==> src/rtl/wb_serial_tx_slave.sv <==
// Wishbone slave that serialises NBITS-wide words LSB first on data_o,
// framed by ena_o, with a programmable bit period and a frame counter.
module wb_serial_tx_slave #(
    parameter int unsigned NBITS   = 10,
    parameter int unsigned DIV_RST = 3
) (
    input  logic        CLK_I,
    input  logic        RST_I,
    input  logic        CYC_I,
    input  logic        STB_I,
    input  logic        WE_I,
    input  logic [31:0] ADR_I,
    input  logic [31:0] DAT_I,
    output logic [31:0] DAT_O,
    output logic        ACK_O,
    output logic        ena_o,
    output logic        data_o
);

    localparam int unsigned IdxW = (NBITS > 1) ? $clog2(NBITS) : 1;
    localparam logic [IdxW-1:0] LastIdx = IdxW'(NBITS - 1);

    typedef enum logic [1:0] {StIdle, StLoad, StShift} state_e;

    state_e             state_q;
    logic [NBITS-1:0]   shift_q;
    logic [IdxW-1:0]    bit_idx_q;
    logic [15:0]        bit_cnt_q;
    logic [15:0]        div_q;
    logic [7:0]         frame_cnt_q;
    logic               ack_q, ack_d;
    logic [31:0]        dat_q, dat_d;
    logic               ack_done_q, ack_done_d;
    logic               ena_q, data_q;

    logic               req, busy, data_wr, data_accept, div_wr;
    logic [1:0]         addr;
    logic [31:0]        rd_data;
    logic [NBITS-1:0]   shift_nxt;
    logic               unused_bits;

    assign unused_bits = ^{ADR_I[31:4], ADR_I[1:0], DAT_I};

    // Request decode, ACK/stall decision and read mux.
    always_comb begin
        addr        = ADR_I[3:2];
        req         = CYC_I & STB_I & ~ack_done_q;
        busy        = (state_q != StIdle);
        data_wr     = req & WE_I & (addr == 2'd0);
        // A DATA write is held off (no ACK) until the frame in flight finishes.
        ack_d       = req & ~(data_wr & busy);
        data_accept = data_wr & ~busy;
        div_wr      = req & WE_I & (addr == 2'd1);
        case (addr)
            2'd1:    rd_data = {16'h0000, div_q};
            2'd2:    rd_data = {16'h0000, frame_cnt_q, 7'h00, busy};
            default: rd_data = 32'h0000_0000;
        endcase
        dat_d      = (ack_d & ~WE_I) ? rd_data : 32'h0000_0000;
        // Remembers that this strobe was answered until the master releases it.
        ack_done_d = CYC_I & STB_I & (ack_done_q | ack_d);
        shift_nxt  = shift_q >> 1;
    end

    // Bus-side registers: ACK, read data, ack_done and the DIV register.
    always_ff @(posedge CLK_I or negedge RST_I) begin
        if (!RST_I) begin
            ack_q      <= 1'b0;
            dat_q      <= 32'h0000_0000;
            ack_done_q <= 1'b0;
            div_q      <= 16'(DIV_RST);
        end else begin
            ack_q      <= ack_d;
            dat_q      <= dat_d;
            ack_done_q <= ack_done_d;
            if (div_wr) begin
                div_q <= DAT_I[15:0];
            end
        end
    end

    // Transmit FSM with registered ena/data outputs.
    always_ff @(posedge CLK_I or negedge RST_I) begin
        if (!RST_I) begin
            state_q     <= StIdle;
            shift_q     <= '0;
            bit_idx_q   <= '0;
            bit_cnt_q   <= 16'h0000;
            frame_cnt_q <= 8'h00;
            ena_q       <= 1'b0;
            data_q      <= 1'b0;
        end else begin
            case (state_q)
                StIdle: begin
                    if (data_accept) begin
                        shift_q <= DAT_I[NBITS-1:0];
                        state_q <= StLoad;
                    end
                end
                StLoad: begin
                    state_q   <= StShift;
                    bit_cnt_q <= div_q;
                    bit_idx_q <= '0;
                    ena_q     <= 1'b1;
                    data_q    <= shift_q[0];
                end
                StShift: begin
                    if (bit_cnt_q == 16'h0000) begin
                        if (bit_idx_q == LastIdx) begin
                            state_q     <= StIdle;
                            ena_q       <= 1'b0;
                            data_q      <= 1'b0;
                            frame_cnt_q <= frame_cnt_q + 8'd1;
                        end else begin
                            // DIV is re-sampled at every bit start.
                            shift_q   <= shift_nxt;
                            data_q    <= shift_nxt[0];
                            bit_idx_q <= bit_idx_q + 1'b1;
                            bit_cnt_q <= div_q;
                        end
                    end else begin
                        bit_cnt_q <= bit_cnt_q - 16'd1;
                    end
                end
                default: state_q <= StIdle;
            endcase
        end
    end

    assign ACK_O  = ack_q;
    assign DAT_O  = dat_q;
    assign ena_o  = ena_q;
    assign data_o = data_q;

endmodule

==> config.mk <==
export PLATFORM = sky130hd
export DESIGN_NAME = wb_serial_tx_slave
export DESIGN_NICKNAME = d
export VERILOG_FILES = /design/src/rtl/wb_serial_tx_slave.sv
export SDC_FILE = /design/constraint.sdc
export NUM_CORES = 1
export LEC_CHECK = 0
export BUFFER_PORTS_ARGS = -buffer_cell sky130_fd_sc_hd__buf_2
export CORE_ASPECT_RATIO = 1.2
export CORE_UTILIZATION = 50
export CTS_BUF_LIST = sky130_fd_sc_hd__clkbuf_4 sky130_fd_sc_hd__clkbuf_8
export CTS_CLUSTER_SIZE = 10
export DETAILED_ROUTE_END_ITERATION = 8
export PLACE_DENSITY = 0.74
export SLEW_MARGIN = 10
export SYNTH_ARGS = -nofsm -noshare
export SYNTH_HDL_FRONTEND = slang
export SYNTH_SLANG_ARGS = --single-unit
==> constraint.sdc <==
create_clock -name CLK_I -period 5.55 [get_ports CLK_I]
set_input_delay 0.555 -clock CLK_I [delete_from_list [all_inputs] [get_ports CLK_I]]
set_output_delay 0.555 -clock CLK_I [all_outputs]
set_load 0.005 [all_outputs]
Word-level counts from Yosys, hierarchy flattened
Index checks and enable logic that the tools add are counted.
Storage, ports and cells
  register bits: 92
  input bits: 69
  output and inout port bits: 35
  logic and storage cells: 74
Operators by class
  add/sub/neg operators: 3
  eq/ne operators: 10
  muxes and demuxes: 22
  bitwise operators: 15
  reduce and logical (&&, ||, !) cells: 13
Operator list (count)
  $pmux W16 S2: 2
  $mux W16: 2
  $mux W32: 1
  $mux W10: 3
  $pmux W10 S2: 1
  $logic_not A16 Y1: 1
  $sub A16 B1 Y16 const B: 1
  $reduce_and A3 Y1: 4
  $and A1 B1 Y1: 10
  $add A8 B1 Y8 const B: 1
  $mux W4: 2
  $ne A2 B2 Y1 const B: 4
  $pmux W4 S2: 1
  $mux W2: 3
  $pmux W2 S3: 1
  $reduce_bool A2 Y1: 3
  $add A4 B1 Y4 const B: 1
  $eq A2 B1 Y1 const B: 2
  $eq A2 B2 Y1 const B: 2
  $eq A4 B4 Y1 const B: 1
  $logic_not A2 Y1: 2
  $mux W1: 4
  $not A1 Y1: 4
  $pmux W1 S2: 2
  other kinds (4): 5

Logic depth before layout (Yosys ltp)
Gate-level depths: netlist of the first run.
  word-level depth: 9
  mapped depth: 10
  gate-level depth less buffers: 7

Worst setup path before layout of the first run
OpenSTA, ideal clock, no wires.
  path kind: register -> register
  start point: reg bit_cnt_q[7]
  end point: reg frame_cnt_q[1]
  setup time: 0.125 ns
  data arrival time: 2.092 ns
  required time: 5.425 ns
  path slack: 3.333 ns
  cell stages (with the launch flop): 6
  path buffers: 0
  period minus slack after synthesis: 2.217 ns
  cell sequence: dfrtp_1 or4_4 or4_4 nor3_4 nand3_4 mux2_4
Between the ends
  word-level cells in the longest chain between the ends: 2
RTL lines
  start, declared: RTL line 28  | logic [15:0] bit_cnt_q;
  start signal, assigned: RTL line 102  | bit_cnt_q <= div_q;
  start signal, assigned: RTL line 119  | bit_cnt_q <= div_q;
  start signal, assigned: RTL line 122  | bit_cnt_q <= bit_cnt_q - 16'd1;
  $logic_not A16 Y1: RTL line 108  | if (bit_cnt_q == 16'h0000) begin
  $reduce_and A3 Y1 (no line)
  end signal, assigned: RTL line 113  | frame_cnt_q <= frame_cnt_q + 8'd1;
  end, declared: RTL line 30  | logic [7:0] frame_cnt_q;
Every way passes these cells.
A chain may end at the register's enable or synchronous reset.

Final worst setup path of the first run
  start point: reg bit_cnt_q[7]
  end point: reg shift_q[9]
Between the ends
  word-level cells in the longest chain between the ends: 3
RTL lines
  $logic_not A16 Y1: RTL line 108
  $ne A2 B2 Y1 (no line)
  $reduce_and A4 Y1 (no line)
  end signal, assigned: RTL line 96  | shift_q <= DAT_I[NBITS-1:0];
  end signal, assigned: RTL line 116  | shift_q <= shift_nxt;
  end, declared: RTL line 26  | logic [NBITS-1:0] shift_q;
Every way passes these cells.

==> results of run 1 <==
==> cells in the final DEF, fill, tap and decap left out, types with 12 or more instances in the layout <==
cell,instances
o21ai_0,16
buf_2,41
conb_1,16
and3_1,13
dfrtp_1,74
clkbuf_8,12
nand3_1,13
nand2_1,14
mux2_2,17
nor2_1,35
inv_1,16
==> state kept, by name, indices dropped and copies added (netlist names) <==
name	count
bit_cnt_q	16
div_q	16
ena_o	1
ack_done_q	1
bit_idx_q	4
ACK_O	1
DAT_O	16
frame_cnt_q	8
state_q	2
shift_q	10
data_o	1
==> path summary, 6_finish.rpt <==
| kind | from | end | slack (ns) | cells past startpoint |
|---|---|---|---|---|
| setup / recovery | bit_cnt_q[7] | shift_q[9] | 2.45 | 5 |
| hold / removal | STB_I | ack_done_q | 0.42 | 3 |
| setup reg to reg | bit_cnt_q[7] | shift_q[9] | 2.45 | 5 |
| hold reg to reg | bit_idx_q[3] | bit_idx_q[3] | 0.48 | 1 |
| max in group asynchronous | RST_I | shift_q[0] | 4.51 | 2 |
| min in group asynchronous | RST_I | DAT_O[10] | 0.43 | 2 |
==> cell families after synthesis <==
kind of cell,count (synthesis)
flip-flops,76
AO/OA/AOI/OAI,72
AND/OR/NAND/NOR,127
multiplexers,20
other,1
XOR/XNOR,9
buffers and inverters,49
adder cells (fa/ha/maj),8
==> cell type report <==
cell class	count	area, um2
Timing Repair Buffer	43	220
Tap cell	90	113
Multi-Input combinational cell	252	1690
Fill cell	637	3110
Sequential cell	76	1900
Inverter	16	60.1
Clock buffer	12	165
Clock inverter	4	55.1
==> worst min-delay path: stages <==
cell	delay, ns
buf_2	0.10
nand2_1	0.05
a21oi_1	0.03
==> where the power goes <==
group	internal [mW]	switching (mW)	total (mW)
Clock	0.247	0.210	0.457
Sequential	0.669	0.120	0.788
Combinational	0.166	0.182	0.348
==> through the flow <==
stage,hold slack (ns),std cells
after floorplan,0.259,377
after global placement,0.465,477
after detailed placement,0.470,477
after CTS,0.415,493
after global routing,0.426,493
final,0.417,493
==> per-layer routing <==
metal / global-route usage / share of wire / vias up / wire [um]
met5: 0 / 0 / - / 0
met4: 0.100 / 0.032 / 0 / 259
met3: 0.0282 / 0.043 / 21 / 342
met2: 0.369 / 0.51 / 85 / 4110
met1: 0.282 / 0.41 / 1422 / 3270
li1: - / - / 1345 / -
==> impl_metrics.yaml, run 1 <==
flow_run:
  max-cap-violations: 0
timing:
  worst_pin_slew_ns: 0.959
  fmax_mhz: 323
  maxSlewViolCount: 0
  period_minus_slack_ns: 3.10
  finalHoldViolCount: 0
  fin_crit_sh: 0.558
  finClkSkew_ns: 0.0131
  setup_ws_ns: 2.45
  fin_setup_tns_ns: 0
  rsz0062_at_grt: "false"
  setup_viol_count_final: 0
  slew_headroom: 0.360
die:
  rows: 34
  die_x_um: 81.5
  die_area_um2: 7940
  start_util: 0.518
  core-area_um2: 7320
  die_h_um: 97.4
  ioPinCount: 104
pwr:
  p_total_mw: 1.59
  p_per_area_nw_per_um2: 379
  p_leak_nw: 2.03
  ir_drop_mv: 0.253
synthesis:
  synth_top_family_by_area: "simple AND/OR/NAND/NOR gates"
  synth_cells: 362
  synth_compound_area_frac: 0.133
  ys_seq_area_frac: 0.502
  async_flop_share: 1.00
  yosys.area_share.simple: 0.189
  synthAdderAreaFrac: 0.0264
  synthMuxAreaShare: 0.0597
  syn_avg_cell_area_um2: 10.5
  yosysTopAreaCellShare: 0.488
  synth_area_leader_cell: "dfrtp_1"
  netlist_top_cells_count: "dfrtp_1 (74), nor2_1 (35), buf_4 (17), mux2_2 (17)"
  synth-seq-cells: 76
  synth-main-ff-cell: "dfrtp_1"
  synth_area_um2: 3790
  synth_edf_count: 0
  synth_cell_types: 60
  ys_top_cells_by_area: "dfrtp_1 (49%), mux2_2 (5.0%), nor2_1 (3.5%), buf_4 (3.4%), ha_1 (2.6%)"
  synth_xor_area_frac: 0.0208
  yosysMostFrequentCell: "dfrtp_1"
  yosys_warnings: 0
global_route:
  grt_pass1_vias: 2831
  grt_remaining_overflow: 0
  antenna_found_initial: 0
  grt_pass1_wl_um: 13300
  grt_start_max_net_pins: 77
  grt_usage: 0.222
worst_setup_path:
  cp.arrival_ns: 3.34
  slowest_stage: "nor4_4"
  critical-path-top-delay-family: "simple AND/OR/NAND/NOR gates"
  max_stage_delay_ns: 0.73
  path_buf_inv: 0
  end_kind: "flop"
  criticalPathCategory: "flop to flop"
  cp.required_ns: 5.79
  cp_cell_sequence: "or4_4, nor4_4, a21o_1, o211ai_1, a22o_1"
  path_max_fanout: 21
  critical_path.startpoint_type: "flop"
clock_tree:
  clockBufferDepth: 2
  cts_max_level: 3
  cts_tree: "yes"
  cts_made_buffers: 9
  path_clk_slew_ns: 0.08
  hold_buffers: 0
  clkSinkCount: 76
  post-cts-setup-buffers: 0
  ctsRootBufferMaster: "clkbuf_8"
  post_cts_resized: 0
  insertion_delay_ns: 0.36
status:
  outcome: "finished clean"
route:
  vias: 2873
  drc: 0
  route.antenna.remaining_nets: 0
  avgViaCountPerCell: 5.83
  first_pass_iters: 5
  routed_wl_um: 7980
  drt_iter0_markers: 180
  detail_route.wl_per_cell_um: 16.2
final_layout:
  diodes: 0
  finish.net_count: 475
  drive_gt1_frac: 0.238
  postLayoutCoreUtil: 0.574
  syn_to_final_growth_pct: 10.8
  final_cell_area_um2: 4200
placed_design:
  place.gp.congestion: 0.839
  io_buffers: 41
  postPlaceCellArea_um2: 3980
  dp_hpwl_um: 5610
  place_ws_ns: 2.53
worst_hold_path:
  hold_class: "primary input to flop"
No activity file was read; power rests on OpenSTA's default activity.
==> run 2: changes to the inputs <==
==> constraint.sdc (replaced) <==
create_clock -name CLK_I -period 3.1 [get_ports CLK_I]
set_input_delay 0.31 -clock CLK_I [delete_from_list [all_inputs] [get_ports CLK_I]]
set_output_delay 0.31 -clock CLK_I [all_outputs]
set_load 0.005 [all_outputs]
==> run 2 against run 1 <==
Against the previous run: sequential power grew 80%; maximum frequency grew 21%; design area grew 1.3%; count of clock-buffer cells in the layout shrank 1; die area is the same; cell count grew 1.4%; non-clock buffer count grew 7; register-to-register slack lost 1.9 ns; critical endpoint unchanged; utilization grew 0.77 points; flip-flop and latch count is the same.
==> impl_metrics.yaml, run 2 (same netlist as run 1, synthesis figures left out) <==
status:
  outcome: "finished clean"
final_layout:
  finish.net_count: 482
  drive_gt1_frac: 0.251
  syn_to_final_growth_pct: 12.3
  layout_commonest_cell: "dfrtp_1"
  postLayoutCoreUtil: 0.582
  mostFrequentLayoutCells: "dfrtp_1 (74), buf_2 (41), nor2_1 (35)"
  diodes: 0
  fillers: 641
  final_cell_area_um2: 4260
placed_design:
  postPlaceCellArea_um2: 4040
  io_buffers: 41
  dp_hpwl_um: 5690
  place.gp.congestion: 0.821
  place_ws_ns: 0.571
route:
  routed_wl_um: 8090
  vias: 2868
  avgViaCountPerCell: 5.74
  first_pass_iters: 4
  drt_iter0_markers: 215
  route.antenna.remaining_nets: 0
  drc: 0
  detail_route.wl_per_cell_um: 16.2
worst_hold_path:
  hold_class: "primary input to asynchronous set/reset pin"
timing:
  worst_pin_slew_ns: 0.973
  slew_headroom: 0.352
  fmax_mhz: 392
  fin_setup_tns_ns: 0
  finalHoldViolCount: 0
  setup_viol_count_final: 0
  finClkSkew_ns: 0.00818
  period_minus_slack_ns: 2.55
  rsz0062_at_grt: "false"
  maxSlewViolCount: 0
  fin_crit_sh: 0.823
  setup_ws_ns: 0.550
clock_tree:
  cts_tree: "yes"
  post-cts-setup-buffers: 0
  clockBufferDepth: 2
  ctsRootBufferMaster: "clkbuf_8"
  hold_buffers: 0
  cts_made_buffers: 9
  insertion_delay_ns: 0.36
  path_clk_slew_ns: 0.08
  cts_max_level: 3
  clkSinkCount: 76
  post_cts_resized: 0
die:
  die_x_um: 81.5
  die_area_um2: 7940
  core-area_um2: 7320
  rows: 34
  die_h_um: 97.4
  ioPinCount: 104
  start_util: 0.518
worst_setup_path:
  cp_cell_sequence: "or4_4, nor4_4, buf_4, a21o_1, buf_4, o211ai_1, a22o_1"
  cp.arrival_ns: 2.80
  slowest_stage: "or4_4"
  critical_path.startpoint_type: "flop"
  cp.required_ns: 3.35
  cp_common_cell: "buf_4"
  path_max_fanout: 18
  max_stage_delay_ns: 0.61
  end_kind: "flop"
  criticalPathCategory: "flop to flop"
global_route:
  antenna_found_initial: 0
  grt_usage: 0.230
  grt_start_max_net_pins: 77
  grt_pass1_vias: 2860
  grt_pass1_wl_um: 13800
  grt_remaining_overflow: 0
pwr:
  p_per_area_nw_per_um2: 683
  ir_drop_mv: 0.429
  p_leak_nw: 2.07
flow_run:
  max-cap-violations: 0
-- run 2: cell count changes in the layout (fill, tap and decap cells not counted), sizes merged --
cell    previous run  this run
clkbuf            12        11
bufinv             1         2
buf               43        50
-- run 2: path summary, 6_finish.rpt --
| check | depth (start not counted) | start | to | slack [ns] |
|---|---|---|---|---|
| max | 7 | bit_cnt_q[7] | shift_q[9] | 0.55 |
| min | 2 | RST_I | div_q[11] | 0.16 |
| max reg2reg | 7 | bit_cnt_q[7] | shift_q[9] | 0.55 |
| min reg2reg | 1 | frame_cnt_q[7] | frame_cnt_q[7] | 0.48 |
| max in group asynchronous | 2 | RST_I | bit_idx_q[1] | 2.28 |
| min in group CLK_I | 2 | DAT_I[10] | div_q[10] | 0.18 |
-- run 2: per-layer routing --
layer,GRT usage,vias up,part of all wire
li1,-,1356,-
met1,0.297,1424,0.42
met2,0.374,69,0.51
met3,0.0357,19,0.040
met4,0.107,0,0.029
met5,0,-,0
-- run 2: area by class of cell --
type | count | area (um2) | share of cell area
inverters | 16 | 60.1 | 0.0141
clock inverters | 5 | 85.1 | 0.0200
repair buffers | 50 | 273 | 0.0640
well taps | 90 | 113 | 0.0264
clock buffers | 11 | 139 | 0.0326
multi-input cells | 252 | 1690 | 0.396
flip-flops and latches | 76 | 1900 | 0.447
-- run 2: where the power goes --
part | internal, mW | switching, mW
clock network | 0.476 | 0.385
logic | 0.303 | 0.323
registers | 1.20 | 0.225
-- run 2: critical path: cells and delay by family (launching register included) --
family	cells	cell delay, ns
AOI/OAI and AO/OA	3	0.56
DFF	1	0.47
and+or+nand+nor	2	0.90
buffers and inverters	2	0.52
-- run 2: per-stage QoR --
| step | hold slack (ns) | cells | total power [mW] |
|---|---|---|---|
| after floorplan | 0.0144 | 377 | 1.87 |
| after global placement | 0.467 | 484 | 2.01 |
| after detailed placement | 0.465 | 484 | 2.06 |
| after CTS | 0.172 | 500 | 2.91 |
| after global routing | 0.179 | 500 | 3.08 |
| final | 0.157 | 500 | 2.91 |
